==> src/rtl/multi_updown_counter.sv <==
// -----------------------------------------------------------------------------
// multi_updown_counter
//
// A bank of N independent W-bit up/down counters. Each channel has
// increment/decrement requests, a synchronous clear and a synchronous load.
// Each channel also has sticky overflow and underflow flags. Arithmetic
// either wraps (SAT=0) or saturates at 0 and 2^W-1 (SAT=1). The flags are
// set whenever a channel crosses a boundary, in both modes.
//
// Per-channel priority at each posedge, highest first:
//   clr > load > (inc & dec: hold) > inc > dec > hold
//
// Optional feature: define MULTI_UPDOWN_COUNTER_SNAPSHOT_EN to add a snapshot
// register. When snap=1 at a posedge, it captures the pre-update value of
// every counter at once.
//
// Parameters:
//   N      number of channels (>= 1)
//   W      counter width per channel (>= 2)
//   SAT    0 = wrap-around, 1 = saturate
//   RSTVAL reset / clear value for every counter
//
// Ports:
//   clk       clock, all state updates on posedge
//   rst       asynchronous active-high reset
//   inc       per-channel increment request
//   dec       per-channel decrement request
//   clr       per-channel synchronous clear to RSTVAL (also clears flags)
//   load      per-channel synchronous load
//   load_val  load data, channel i = bits [i*W +: W]
//   flag_clr  synchronous clear of all ovf/unf flags
//   cnt       counter values, channel i = bits [i*W +: W]
//   ovf       sticky overflow flag per channel
//   unf       sticky underflow flag per channel
//   zero      combinational, channel count == 0
//   snap      (snapshot build only) capture request
//   snap_cnt  (snapshot build only) captured counter values
// -----------------------------------------------------------------------------
module multi_updown_counter #(
   parameter int unsigned    N      = 4,
   parameter int unsigned    W      = 4,
   parameter bit             SAT    = 1'b0,
   parameter logic [W-1:0]   RSTVAL = '0
) (
   input  logic             clk,
   input  logic             rst,
   input  logic [N-1:0]     inc,
   input  logic [N-1:0]     dec,
   input  logic [N-1:0]     clr,
   input  logic [N-1:0]     load,
   input  logic [N*W-1:0]   load_val,
   input  logic             flag_clr,
   output logic [N*W-1:0]   cnt,
   output logic [N-1:0]     ovf,
   output logic [N-1:0]     unf,
   output logic [N-1:0]     zero
`ifdef MULTI_UPDOWN_COUNTER_SNAPSHOT_EN
   ,
   input  logic             snap,
   output logic [N*W-1:0]   snap_cnt
`endif
);

   localparam logic [W-1:0] ONE = W'(1);

   logic [W-1:0] cnt_q [N];
   logic [W-1:0] cnt_d [N];
   logic [N-1:0] ovf_q, ovf_d;
   logic [N-1:0] unf_q, unf_d;

   // Next-state computation for every channel.
   always_comb begin
      // NOTE: every variable gets a default before any branch; otherwise
      // paths that skip an assignment would infer latches.
      cnt_d = cnt_q;
      // flag_clr applies to all channels, but a set condition on the same
      // edge still wins because the set below overrides this value.
      ovf_d = flag_clr ? '0 : ovf_q;
      unf_d = flag_clr ? '0 : unf_q;
      for (int i = 0; i < int'(N); i++) begin
         if (clr[i]) begin
            cnt_d[i] = RSTVAL;
            ovf_d[i] = 1'b0;
            unf_d[i] = 1'b0;
         end else if (load[i]) begin
            cnt_d[i] = load_val[i*W +: W];
         end else if (inc[i] && dec[i]) begin
            cnt_d[i] = cnt_q[i];
         end else if (inc[i]) begin
            if (cnt_q[i] == '1) begin
               ovf_d[i] = 1'b1;
               cnt_d[i] = SAT ? cnt_q[i] : '0;
            end else begin
               cnt_d[i] = cnt_q[i] + ONE;
            end
         end else if (dec[i]) begin
            if (cnt_q[i] == '0) begin
               unf_d[i] = 1'b1;
               cnt_d[i] = SAT ? cnt_q[i] : '1;
            end else begin
               cnt_d[i] = cnt_q[i] - ONE;
            end
         end
      end
   end

   always_ff @(posedge clk or posedge rst) begin
      if (rst) begin
         cnt_q <= '{default: RSTVAL};
         ovf_q <= '0;
         unf_q <= '0;
      end else begin
         // NOTE: sequential state uses non-blocking assignments so that all
         // registers update together from values sampled before the edge.
         cnt_q <= cnt_d;
         ovf_q <= ovf_d;
         unf_q <= unf_d;
      end
   end

   always_comb begin
      cnt  = '0;
      zero = '0;
      for (int i = 0; i < int'(N); i++) begin
         cnt[i*W +: W] = cnt_q[i];
         zero[i]       = (cnt_q[i] == '0);
      end
   end

   assign ovf = ovf_q;
   assign unf = unf_q;

`ifdef MULTI_UPDOWN_COUNTER_SNAPSHOT_EN
   // Captures the pre-update values. cnt reflects cnt_q before this edge.
   always_ff @(posedge clk or posedge rst) begin
      if (rst) begin
         snap_cnt <= {N{RSTVAL}};
      end else if (snap) begin
         snap_cnt <= cnt;
      end
   end
`endif

endmodule

==> config.mk <==
export PLATFORM = sky130hd
export DESIGN_NAME = multi_updown_counter
export DESIGN_NICKNAME = d
export VERILOG_FILES = /design/src/rtl/multi_updown_counter.sv
export SDC_FILE = /design/constraint.sdc
export NUM_CORES = 1
export LEC_CHECK = 0
export CORE_AREA = 10 10 107 61
export DETAILED_ROUTE_END_ITERATION = 7
export DIE_AREA = 0 0 117 71
export GPL_ROUTABILITY_DRIVEN = 0
export GPL_TIMING_DRIVEN = 0
export PLACE_DENSITY = 0.71
export SLEW_MARGIN = 20
export SYNTH_ARGS = -nofsm -noshare
export SYNTH_HDL_FRONTEND = slang
export SYNTH_SLANG_ARGS = --single-unit
export TNS_END_PERCENT = 100
==> constraint.sdc <==
create_clock -name clk -period 4.83 [get_ports clk]
set_clock_uncertainty 0.1 [all_clocks]
set_input_delay 0.966 -clock clk [delete_from_list [all_inputs] [get_ports clk]]
set_output_delay 0.966 -clock clk [all_outputs]
set_load 0.01 [all_outputs]
Word-level counts from Yosys, hierarchy flattened
Cells that the tools add are included.
{"block": "totals", "reg_bits": 24, "output_inout_bits": 28, "in_bits": 35, "word_cells": 112}
{"block": "classes", "n_addsub": 8, "eq_ne": 8, "n_mux": 74, "n_reduce_logical": 16}
{"operator": "4-bit 2-to-1 mux", "n": 30}
{"operator": "1-bit 2-to-1 mux", "n": 44}
{"operator": "4-bit by 1-bit adder with 4-bit output (second input constant)", "n": 4}
{"operator": "4-bit equality test (second input constant)", "n": 4}
{"operator": "4-bit logical NOT", "n": 4}
{"operator": "4-bit nonzero test", "n": 4}
{"operator": "4-bit by 1-bit subtractor with 4-bit output (second input constant)", "n": 4}
{"operator": "3-bit inequality test (second input constant)", "n": 4}
{"operator": "2-bit AND reduction", "n": 4}
{"operator": "1-bit logical AND", "n": 4}

Depth between registers and ports, before layout
{"block": "depth", "depth_word": 7, "mapped_depth": 7, "ltp_nobuf": 7}

Worst setup path after synthesis
OpenSTA, ideal clock, no wires.
{"block": "synth_timing", "path_kind": "input-to-reg", "from": "input inc[1]", "to": "register cnt_q, in the netlist cnt[6]", "cell_stages": 5, "required_time_ns": 4.626, "setup_ns": 0.104, "path_slack_ns": 2.640, "path_buffers": 1, "t_arrival_ns": 1.986, "cell_sequence": "buf_2 mux2_2 a221oi_1 a21oi_1 a221oi_1"}
{"block": "synth_via", "elab_chain_len": 4, "elab_cells_between_ends": 8, "classes_between": "eq/ne (1); mux (4); reduce/logical (3)"}
{"element": "start, declared", "line": "47", "rtl": "input logic [N-1:0] inc,"}
{"element": "4-bit 2-to-1 mux", "line": "89", "rtl": "end else if (inc[i]) begin"}
{"element": "4-bit 2-to-1 mux", "line": "87", "rtl": "end else if (inc[i] && dec[i]) begin"}
{"element": "4-bit 2-to-1 mux", "line": "85", "rtl": "end else if (load[i]) begin"}
{"element": "4-bit 2-to-1 mux", "line": "81", "rtl": "if (clr[i]) begin"}
{"element": "end signal, assigned", "line": "115", "rtl": "cnt_q <= cnt_d;"}
{"element": "end, declared", "line": "66", "rtl": "logic [W-1:0] cnt_q [N];"}
Parallel ways exist; a longest one is shown, timed or not. The select of a mux whose other input is x is not followed.
A chain may end at the register's enable or synchronous reset.

Worst setup path in the final report
{"block": "layout_timing", "from": "register cnt_q, in the netlist cnt[8]", "to": "output zero[2]"}
{"block": "layout_via", "elab_chain_len": 1}
{"element": "4-bit logical NOT", "line": "126", "rtl": "zero[i] = (cnt_q[i] == '0);"}
{"element": "end, declared", "line": "56", "rtl": "output logic [N-1:0] zero"}
Every way passes these cells.

==> impl_metrics.yaml <==
worst_hold_path:
  worstHoldEndpoint: "unf[1]$_DFF_PP0_"
  hold_depth: 2
  hold_class: "reg -> reg"
  holdCritStartpoint: "unf[1]$_DFF_PP0_"
final_layout:
  regArea_um2: 600.6
  drive_above_1_share: 0.03136
  syn2layout_area_growth_pct: 39.74
  diodes: 0
  fin_util: 0.5405
  nFillCells: 451
  multi_input_area_um2: 1107
  final_net_count: 335
sta:
  finalSetupTns_ns: 0
  rsz0062_at_grt: "false"
  slew_headroom: 0.3685
  setup_viol: 0
  tightest_slew_ns: 0.9461
  finalHoldViolCount: 0
  period_minus_slack_ns: 2.919
  drv_slew: 0
  fmax_mhz: 342.6
  finalCritPeriodShare: 0.6043
synthesis:
  synth_xor_area_frac: 0.04309
  syn-cell-area_um2: 1829
  postSynthAreaPerCell_um2: 8.130
  synth_compound_area_frac: 0.2401
  syn-num-nets: 272
  synth_fa_ha_area_frac: 0.09302
  synthArstFlopShare: 1.000
  netlist_instances: 225
  synth_top_family_by_area: "compound AO/OA/AOI/OAI gates"
  ys.flop_type: "dfrtp_1"
  yosys_warnings: 0
  ys_seq_elements: 24
  ys_seq_area_frac: 0.3283
  synth_edf_count: 0
  synth_mux_area_frac: 0.03420
  synth_cell_types: 48
  synthSimpleGateAreaFrac: 0.1949
setup_path:
  startpoint_type: "flip-flop"
  crit_type: "reg -> out"
  timing.rr.start: "cnt[4]$_DFFE_PP0P_"
  worstPathMaxFanout: 7
  cp-end-kind: "primary output"
  rr_endpoint: "cnt[6]$_DFFE_PP0P_"
  slowest_stage: "clkdlybuf4s50_1"
  worst-path-buf-inv: 2
  cp_top_family: "buffers and inverters"
  rrSetupSlack_ns: 2.95
  crit_path_max_incr_delay_ns: 0.55
  cp_data_required_time_ns: 3.76
  cp_cell_sequence: "inv_1 -> ha_1 -> and3_1 -> clkdlybuf4s50_1"
  arrival_ns: 1.85
  reg2reg_depth: 6
cts:
  htreeDepth: 1
  clock_sinks: 24
  post_cts_buffers: 0
  clk_path_buf_depth: 2
  holdBufCountCts: 0
  cts_buffers: 3
  cts-resized-gates: 0
  clkSlewWorstSetupHoldPaths_ns: 0.09
  root_buffer: "clkbuf_8"
  clk_latency_ns: 0.27
  cts_tree: "done"
power:
  ir_drop_uv: 174.1
  leakagePower_nw: 1.065
  powerDensity_nw_per_um2: 242.5
floorplan:
  std_cell_rows: 18
  die_area_um2: 8307
  pin_count: 63
  dieHeight_um: 71
  coreArea_um2: 4730
  die_x_um: 117
  initial_utilization: 0.3868
routing:
  avgRoutedWirePerCell_um: 15.04
  via_per_inst: 5.294
  drc_errors: 0
  vias: 1837
  drtAntennaViolNets: 0
  drt-total-wl_mm: 5.220
  dr.pass1.iters: 4
  first_iter_violations: 120
global_routing:
  grt_max_degree: 25
  overflow: 0
  antenna_found_initial: 0
  grt_pass1_wl_mm: 8.473
  track_usage: 0.1227
  grt_pass1_vias: 1728
placed_design:
  dpl.hpwl_mm: 4.214
  numPortBuffers: 58
outcome:
  status: "completed"
job:
  max-cap-violations: 0
-- cell usage after synthesis (3+ instances only) --
library cell | count | share of area
dfrtp_1 | 24 | 0.33
xor2_1 | 3 | 0.014
a31oi_1 | 3 | 0.010
and3_1 | 3 | 0.010
o21ai_0 | 11 | 0.030
a21oi_1 | 25 | 0.068
clkbuf_1 | 5 | 0.010
nor3_1 | 4 | 0.011
xnor2_1 | 6 | 0.029
nand2_1 | 12 | 0.025
a211o_1 | 3 | 0.014
a32oi_1 | 3 | 0.014
nor2_1 | 32 | 0.066
mux2i_1 | 4 | 0.022
nor2b_1 | 4 | 0.014
o211ai_1 | 3 | 0.012
ha_1 | 12 | 0.082
nand2b_1 | 5 | 0.017
inv_1 | 22 | 0.045
nand3_1 | 3 | 0.0082
-- per-layer routing --
metal / GRT usage / vias to the layer above / routed length, µm
met5: 0 / - / 0
met4: 0.009537 / 0 / 15
met3: 0.05892 / 2 / 515
met2: 0.1763 / 61 / 2119
met1: 0.1677 / 849 / 2570
li1: - / 925 / -
-- layout by cell type, fill, tap and decap left out, types with 4 or more instances in the layout --
cell | Yosys | routed
clkbuf_1 | 5 | 5
o21ai_0 | 11 | 11
dfrtp_1 | 24 | 24
clkdlybuf4s50_1 | 0 | 58
nor2_1 | 32 | 32
a21oi_1 | 25 | 25
inv_1 | 22 | 22
ha_1 | 12 | 12
nor3_1 | 4 | 4
nand2_1 | 12 | 12
xnor2_1 | 6 | 6
nand2b_1 | 5 | 5
mux2i_1 | 4 | 4
nor2b_1 | 4 | 4
-- registers in the layout, indices dropped and copies added, names as in the netlist --
register and count:
cnt 16, ovf 4, unf 4
-- per-stage QoR --
stage | area (µm²) | setup WS, ns | std cells | hold WS, ns | total power (W)
2_1_floorplan | 1829 | 2.640 | 225 | 0.4460 | 0.0003469
3_3_place_gp | 2485 | 2.154 | 343 | 0.4060 | 0.0004409
3_5_place_dp | 2485 | 2.035 | 343 | 0.4117 | 0.0004432
4_1_cts | 2556 | 1.919 | 347 | 0.4380 | 0.0006254
5_1_grt | 2556 | 1.790 | 347 | 0.4456 | 0.0006591
6_report | 2556 | 1.911 | 347 | 0.4323 | 0.0006200
-- worst max path at each step --
stage                       startpoint            endpoint  slack (ns)  cells after the start
floorplan                       inc[1]  cnt[6]$_DFFE_PP0P_        2.64                      5
global placement                inc[0]  cnt[2]$_DFFE_PP0P_        2.15                      5
detailed placement              inc[0]  cnt[2]$_DFFE_PP0P_        2.04                      5
CTS                 cnt[0]$_DFFE_PP0P_             zero[0]        1.92                      4
global route        cnt[0]$_DFFE_PP0P_             zero[0]        1.79                      4
finish              cnt[8]$_DFFE_PP0P_             zero[2]        1.91                      4
-- logic make-up after synthesis --
logic type | count (synthesis)
AOI/OAI and AO/OA | 68
buffers and inverters | 30
and+or+nand+nor | 74
adders and majority gates | 14
muxes | 6
xor gates and xnor gates | 9
DFF | 24
-- worst reg2reg max path, cell delays in order (launching register included) --
cell      delay, ns
dfrtp_1        0.45
inv_1          0.14
ha_1           0.23
mux2_2         0.26
a221oi_1       0.29
a21oi_1        0.07
a221oi_1       0.24
-- power breakdown --
part           switching [W]  total, W  internal, W
registers          0.0000207  0.000234     0.000213
logic              0.0000995  0.000206     0.000106
clock network      0.0000693  0.000180     0.000111
total               0.000190  0.000620     0.000430
-- cell type report --
type | count | area share
buffer | 7 | 0.01371
clock buffer | 3 | 0.01615
clock inverter | 1 | 0.01175
inverter | 23 | 0.03377
multi-input combinational | 171 | 0.4332
sequential | 24 | 0.2349
tap | 60 | 0.02937
timing repair buffer | 58 | 0.2271
No activity file was read; power rests on OpenSTA's default activity.
